**src/rtl/rf_wb_arbiter_if.sv**
```systemverilog
// rtl/rf_wb_arbiter_if.sv - writeback request, regfile write and bypass signals of the writeback arbiter
`ifndef REG_BUS_WIDTH
`define REG_BUS_WIDTH 5
`endif
`ifndef DATA_BUS_WIDTH
`define DATA_BUS_WIDTH 32
`endif

interface rf_wb_arbiter_if;
   logic                         ex_wb_vld_i;
   logic [`REG_BUS_WIDTH-1:0]    ex_wb_waddr_i;
   logic [`DATA_BUS_WIDTH-1:0]   ex_wb_wdata_i;
   logic                         ex_wb_rdy_o;
   logic                         lsu_wb_vld_i;
   logic [`REG_BUS_WIDTH-1:0]    lsu_wb_waddr_i;
   logic [`DATA_BUS_WIDTH-1:0]   lsu_wb_wdata_i;
   logic                         lsu_wb_rdy_o;
   logic [`REG_BUS_WIDTH-1:0]    reg_waddr_o;
   logic                         reg_waddr_vld_o;
   logic [`DATA_BUS_WIDTH-1:0]   reg_wdata_o;
   logic [`REG_BUS_WIDTH-1:0]    fwd_raddr1_i;
   logic [`REG_BUS_WIDTH-1:0]    fwd_raddr2_i;
   logic                         fwd_hit1_o;
   logic                         fwd_hit2_o;
   logic [`DATA_BUS_WIDTH-1:0]   fwd_data_o;

   // Arbiter side
   modport slave (
      input  ex_wb_vld_i, ex_wb_waddr_i, ex_wb_wdata_i,
      input  lsu_wb_vld_i, lsu_wb_waddr_i, lsu_wb_wdata_i,
      input  fwd_raddr1_i, fwd_raddr2_i,
      output ex_wb_rdy_o, lsu_wb_rdy_o,
      output reg_waddr_o, reg_waddr_vld_o, reg_wdata_o,
      output fwd_hit1_o, fwd_hit2_o, fwd_data_o
   );

   // Requester / regfile / decode side
   modport master (
      output ex_wb_vld_i, ex_wb_waddr_i, ex_wb_wdata_i,
      output lsu_wb_vld_i, lsu_wb_waddr_i, lsu_wb_wdata_i,
      output fwd_raddr1_i, fwd_raddr2_i,
      input  ex_wb_rdy_o, lsu_wb_rdy_o,
      input  reg_waddr_o, reg_waddr_vld_o, reg_wdata_o,
      input  fwd_hit1_o, fwd_hit2_o, fwd_data_o
   );
endinterface

```
**src/rtl/rf_wb_arbiter.sv**
```systemverilog
// rtl/rf_wb_arbiter.sv - two-source regfile writeback arbiter (LSU priority, EX anti-starvation) with bypass
`ifndef REG_BUS_WIDTH
`define REG_BUS_WIDTH 5
`endif
`ifndef DATA_BUS_WIDTH
`define DATA_BUS_WIDTH 32
`endif

module rf_wb_arbiter #(
   parameter int unsigned STARVE_MAX = 4
) (
   input  logic              clk_i,
   input  logic              rst_n_i,
   rf_wb_arbiter_if.slave    bus
);
   localparam int RW = `REG_BUS_WIDTH;
   localparam int DW = `DATA_BUS_WIDTH;

   logic [3:0]    starve_cnt;
   logic          ex_force;
   logic          ex_gnt;
   logic          lsu_gnt;
   logic [RW-1:0] win_addr;
   logic [DW-1:0] win_data;

   logic          wr_vld;
   logic [RW-1:0] wr_addr;
   logic [DW-1:0] wr_data;

   // Grants depend only on valids, reset and the starvation count, never on data
   always_comb begin
      ex_force = bus.ex_wb_vld_i && (starve_cnt >= 4'(STARVE_MAX));
      lsu_gnt  = rst_n_i && bus.lsu_wb_vld_i && !ex_force;
      ex_gnt   = rst_n_i && bus.ex_wb_vld_i && (ex_force || !bus.lsu_wb_vld_i);
      win_addr = ex_gnt ? bus.ex_wb_waddr_i : bus.lsu_wb_waddr_i;
      win_data = ex_gnt ? bus.ex_wb_wdata_i : bus.lsu_wb_wdata_i;
   end

   assign bus.ex_wb_rdy_o  = ex_gnt;
   assign bus.lsu_wb_rdy_o = lsu_gnt;

   always_ff @(posedge clk_i or negedge rst_n_i) begin
      if (!rst_n_i) begin
         starve_cnt <= 4'd0;
      end else if (!bus.ex_wb_vld_i || ex_gnt) begin
         starve_cnt <= 4'd0;
      end else if (lsu_gnt) begin
         starve_cnt <= starve_cnt + 4'd1;
      end
   end

   // x0 writes are consumed without touching the output stage
   always_ff @(posedge clk_i or negedge rst_n_i) begin
      if (!rst_n_i) begin
         wr_vld  <= 1'b0;
         wr_addr <= '0;
         wr_data <= '0;
      end else if ((ex_gnt || lsu_gnt) && (win_addr != '0)) begin
         wr_vld  <= 1'b1;
         wr_addr <= win_addr;
         wr_data <= win_data;
      end else begin
         wr_vld  <= 1'b0;
      end
   end

   assign bus.reg_waddr_vld_o = wr_vld;
   assign bus.reg_waddr_o     = wr_addr;
   assign bus.reg_wdata_o     = wr_data;
   assign bus.fwd_data_o      = wr_data;
   assign bus.fwd_hit1_o      = wr_vld && (bus.fwd_raddr1_i == wr_addr) && (bus.fwd_raddr1_i != '0);
   assign bus.fwd_hit2_o      = wr_vld && (bus.fwd_raddr2_i == wr_addr) && (bus.fwd_raddr2_i != '0);
endmodule

```
**src/flat_wrapper.sv**
```systemverilog
// flat-port wrapper written by rule: the top's interface ports become plain ports
module rf_wb_arbiter_flat 
#(
   parameter int unsigned STARVE_MAX = 4
)
  (clk_i, rst_n_i, bus_ex_wb_vld_i, bus_ex_wb_waddr_i, bus_ex_wb_wdata_i, bus_lsu_wb_vld_i, bus_lsu_wb_waddr_i, bus_lsu_wb_wdata_i, bus_fwd_raddr1_i, bus_fwd_raddr2_i, bus_ex_wb_rdy_o, bus_lsu_wb_rdy_o, bus_reg_waddr_o, bus_reg_waddr_vld_o, bus_reg_wdata_o, bus_fwd_hit1_o, bus_fwd_hit2_o, bus_fwd_data_o);
  rf_wb_arbiter_if bus_i ();
  input  logic clk_i;
  input  logic rst_n_i;
  input wire logic [$bits(bus_i.ex_wb_vld_i)-1:0] bus_ex_wb_vld_i;
  input wire logic [$bits(bus_i.ex_wb_waddr_i)-1:0] bus_ex_wb_waddr_i;
  input wire logic [$bits(bus_i.ex_wb_wdata_i)-1:0] bus_ex_wb_wdata_i;
  input wire logic [$bits(bus_i.lsu_wb_vld_i)-1:0] bus_lsu_wb_vld_i;
  input wire logic [$bits(bus_i.lsu_wb_waddr_i)-1:0] bus_lsu_wb_waddr_i;
  input wire logic [$bits(bus_i.lsu_wb_wdata_i)-1:0] bus_lsu_wb_wdata_i;
  input wire logic [$bits(bus_i.fwd_raddr1_i)-1:0] bus_fwd_raddr1_i;
  input wire logic [$bits(bus_i.fwd_raddr2_i)-1:0] bus_fwd_raddr2_i;
  output wire logic [$bits(bus_i.ex_wb_rdy_o)-1:0] bus_ex_wb_rdy_o;
  output wire logic [$bits(bus_i.lsu_wb_rdy_o)-1:0] bus_lsu_wb_rdy_o;
  output wire logic [$bits(bus_i.reg_waddr_o)-1:0] bus_reg_waddr_o;
  output wire logic [$bits(bus_i.reg_waddr_vld_o)-1:0] bus_reg_waddr_vld_o;
  output wire logic [$bits(bus_i.reg_wdata_o)-1:0] bus_reg_wdata_o;
  output wire logic [$bits(bus_i.fwd_hit1_o)-1:0] bus_fwd_hit1_o;
  output wire logic [$bits(bus_i.fwd_hit2_o)-1:0] bus_fwd_hit2_o;
  output wire logic [$bits(bus_i.fwd_data_o)-1:0] bus_fwd_data_o;
  assign bus_i.ex_wb_vld_i = bus_ex_wb_vld_i;
  assign bus_i.ex_wb_waddr_i = bus_ex_wb_waddr_i;
  assign bus_i.ex_wb_wdata_i = bus_ex_wb_wdata_i;
  assign bus_i.lsu_wb_vld_i = bus_lsu_wb_vld_i;
  assign bus_i.lsu_wb_waddr_i = bus_lsu_wb_waddr_i;
  assign bus_i.lsu_wb_wdata_i = bus_lsu_wb_wdata_i;
  assign bus_i.fwd_raddr1_i = bus_fwd_raddr1_i;
  assign bus_i.fwd_raddr2_i = bus_fwd_raddr2_i;
  assign bus_ex_wb_rdy_o = bus_i.ex_wb_rdy_o;
  assign bus_lsu_wb_rdy_o = bus_i.lsu_wb_rdy_o;
  assign bus_reg_waddr_o = bus_i.reg_waddr_o;
  assign bus_reg_waddr_vld_o = bus_i.reg_waddr_vld_o;
  assign bus_reg_wdata_o = bus_i.reg_wdata_o;
  assign bus_fwd_hit1_o = bus_i.fwd_hit1_o;
  assign bus_fwd_hit2_o = bus_i.fwd_hit2_o;
  assign bus_fwd_data_o = bus_i.fwd_data_o;
  rf_wb_arbiter #(.STARVE_MAX(STARVE_MAX)) u_core (.clk_i(clk_i), .rst_n_i(rst_n_i), .bus(bus_i));
endmodule
```
**config.mk**
```make
export PLATFORM = sky130hd
export DESIGN_NAME = rf_wb_arbiter_flat
export DESIGN_NICKNAME = d
export VERILOG_FILES = /design/src/rtl/rf_wb_arbiter_if.sv /design/src/rtl/rf_wb_arbiter.sv /design/src/flat_wrapper.sv
export SDC_FILE = /design/constraint.sdc
export NUM_CORES = 1
export LEC_CHECK = 0
export CELL_PAD_IN_SITES_DETAIL_PLACEMENT = 2
export CELL_PAD_IN_SITES_GLOBAL_PLACEMENT = 2
export CORE_MARGIN = 2
export CORE_UTILIZATION = 24
export CTS_BUF_LIST = sky130_fd_sc_hd__clkbuf_4 sky130_fd_sc_hd__clkbuf_8
export DETAILED_ROUTE_END_ITERATION = 6
export GPL_TIMING_DRIVEN = 0
export PLACE_DENSITY_LB_ADDON = 0.1
export SLEW_MARGIN = 0
export SYNTH_ARGS = -nofsm -noshare
export SYNTH_HDL_FRONTEND = slang
export SYNTH_SLANG_ARGS = --single-unit
export TNS_END_PERCENT = 50
```
**constraint.sdc**
```tcl
create_clock -name clk_i -period 2.6 [get_ports clk_i]
set_input_delay 0.78 -clock clk_i [delete_from_list [all_inputs] [get_ports clk_i]]
set_output_delay 0.78 -clock clk_i [all_outputs]
set_load 0.02 [all_outputs]
```
==> impl_metrics.yaml <==
sta:
  worst_slew_pin_slew_ps: 842
  hold_viol_final: 0
  relSlewSlack_pct: 43.9
  whs_ps: 282
  fin_crit_sh_pct: 98.2
  finalSetupViolCount: 0
  rsz0062_at_grt: "yes"
  finalClockSkew_ps: 3.99
  finalMaxSlewViolations: 0
  clock.fmax_mhz: 392
  period_minus_slack_ps: 2550
  fin_tns_setup_ps: 0
routing:
  final_antenna_net_count: 0
  wl_per_cell_microns: 17.2
  num_vias: 2711
  via_per_inst: 4.59
  drc: 11
  drt-initial-drc-count: 71
  first_pass_iters: 7
  routed_wirelength_microns: 10200
placed_design:
  hpwl_microns: 7930
  dp_cells: 582
  gp_congestion: 0.736
  port_buffers: 161
yosys:
  yosysTopAreaCell: "dfrtp_1"
  seq_area_frac_synth_pct: 36.7
  syn-mean-instance-area_sq_um: 10.3
  synth_top_area_share_pct: 36.7
  yosysWarnings: 0
  syn_nets: 366
  synthArstFlopShare_pct: 100
  synth_edf_count: 0
  synthFlopType: "dfrtp_1"
  synth_cell_type_count: 39
  syn_inst: 277
  ys_ff_latch: 42
  syn-cell-area_sq_um: 2870
  yosys-top-cells-area: "dfrtp_1, a221oi_2, mux2i_1"
critical_path:
  worstSetupStartpointType: "input port"
  worstSetupPathType: "in -> out"
  crit_path_max_fanout: 10
  critPathCaptureType: "output port"
  critPathArrivalTime_ps: 1770
  required_ps: 1820
pwr:
  ir_drop_v: 0.000200
  p_leak_nw: 2.05
  p_per_area_nw_per_um2: 489
  total_power_mw: 2.36
global_routing:
  grt_start_max_net_pins: 28
  grt_pass1_vias: 3023
  grt_antenna_before_repair: 0
  grt_use_total_pct: 16.2
  grt.overflow.total: 0
  grt_first_pass_wirelength_microns: 16500
floorplanning:
  design.portCount: 162
  rows: 39
  die_x_microns: 113
  dieArea_sq_um: 12800
  die_h_microns: 113
  core_sq_um: 11500
  start_util_pct: 24.9
worst_hold_path:
  hold_path.class: "in -> async"
cts:
  numClockSinks: 42
  ctsRootBufferMaster: "clkbuf_8"
  clk_pin_slew_ps: 90
  cts_buffers: 5
  clk_latency_ps: 300
  clk_path_buf_depth: 2
  htreeDepth: 2
  cts_tree: "yes"
run:
  maxCapViolations: 0
final_layout:
  final_cell_mix: "clkdlybuf4s50_1, dfrtp_1, buf_4"
  final-instance-count-excl-fill: 591
  nets: 536
  n_antenna_cell: 0
  layout-drive-gt1-share_pct: 21.2
  layout_commonest_cell: "clkdlybuf4s50_1"
  area_growth_syn_to_layout_pct: 68.0
outcome:
  status: "finished, violations left"
  violations: "design-rule violations"
## report_power, final
group,internal [mW],switching [mW],leakage (nW)
sequential,0.734,0.105,0.473
clock,0.214,0.259,0.0472
combinational,0.583,0.460,1.53
total,1.53,0.824,2.05
## flip-flops by register name (all words and copies together) (netlist names)
register	flops
u_core.bus.fwd_data_o	32
u_core.bus.reg_waddr_o	5
u_core.starve_cnt	4
u_core.bus.reg_waddr_vld_o	1
## metrics by stage
stage               instance area (sq um)  setup WS, ps  utilization, %
floorplan                            2870           327               -
global placement                     4660         -2980            40.4
detailed placement                   4670         -1250            40.6
CTS                                  4780          2.99            41.5
global route                         4810        -0.502            41.8
finish                               4810          48.1            41.8
## synthesized netlist by cell type (2+ instances only)
library cell  instances
a21oi_1               4
buf_8                 2
buf_6                 5
buf_4                34
mux2i_1              34
or4_4                 2
a221oi_1              8
inv_1                37
xor2_1                3
xnor2_1               5
a211oi_1              6
a221oi_2             25
nor2_1               37
and2_1                2
dfrtp_1              42
nand3_1               2
nand2_1               3
and3_1                2
nor3_1                4
## area by class of cell
class / instances / area (sq um)
clock buffers: 6 / 82.6
inverters: 38 / 145
repair buffers: 163 / 1640
plain buffers: 44 / 360
well taps: 143 / 179
fillers: 1234 / 6700
flip-flops and latches: 42 / 1050
clock inverters: 2 / 12.5
multi-input cells: 153 / 1350
## cells by family (layout without fill, tap and decap cells)
group / count (synthesis) / count (layout) / synth area share [%]
adders and majority gates: 1 / 1 / 0.437
AOI/OAI and AO/OA: 52 / 52 / 21.3
and+or+nand+nor: 57 / 57 / 9.52
muxes: 35 / 35 / 12.3
DFF: 42 / 42 / 36.7
xor gates and xnor gates: 8 / 8 / 2.45
buffers and inverters: 82 / 253 / 17.3
## layer usage
layer  up-vias  GRT usage (%)  part of all wire [%]
met1      1323           21.2                    43
met3         6           3.86                   7.0
li1       1282              -                     -
met5         -              0                     0
met4         0           2.93                  0.74
met2       100           27.5                    49
## worst paths after layout
check	startpoint	endpoint	slack (ps)	cells past startpoint
setup / recovery	bus_lsu_wb_vld_i	bus_ex_wb_rdy_o	50	5
hold / removal	rst_n_i	u_core.starve_cnt[0]	280	1
setup reg to reg	u_core.starve_cnt[2]	u_core.bus.fwd_data_o[8]	530	7
hold reg to reg	u_core.starve_cnt[2]	u_core.starve_cnt[2]	570	2
max in group asynchronous	rst_n_i	u_core.bus.fwd_data_o[6]	1950	2
min in group clk_i	u_core.starve_cnt[2]	u_core.starve_cnt[2]	570	2
## critical path, cell delays in order
cell	delay, ps
dlygate4sd2_1	320
a21o_4	270
inv_4	70
buf_6	160
buf_4	160
## what timing repair did
action | 4_1_cts | 5_1_grt
endpoints found under the hold margin | 0 | 0
gates resized for setup | 34 | 12
setup endpoints to repair | 36 | 7
pin swaps | 7 | 8
buffers inserted | 1 | 0
gates cloned | 0 | 0
hold buffers | 0 | 0
Power figures use the tool's default switching activity.
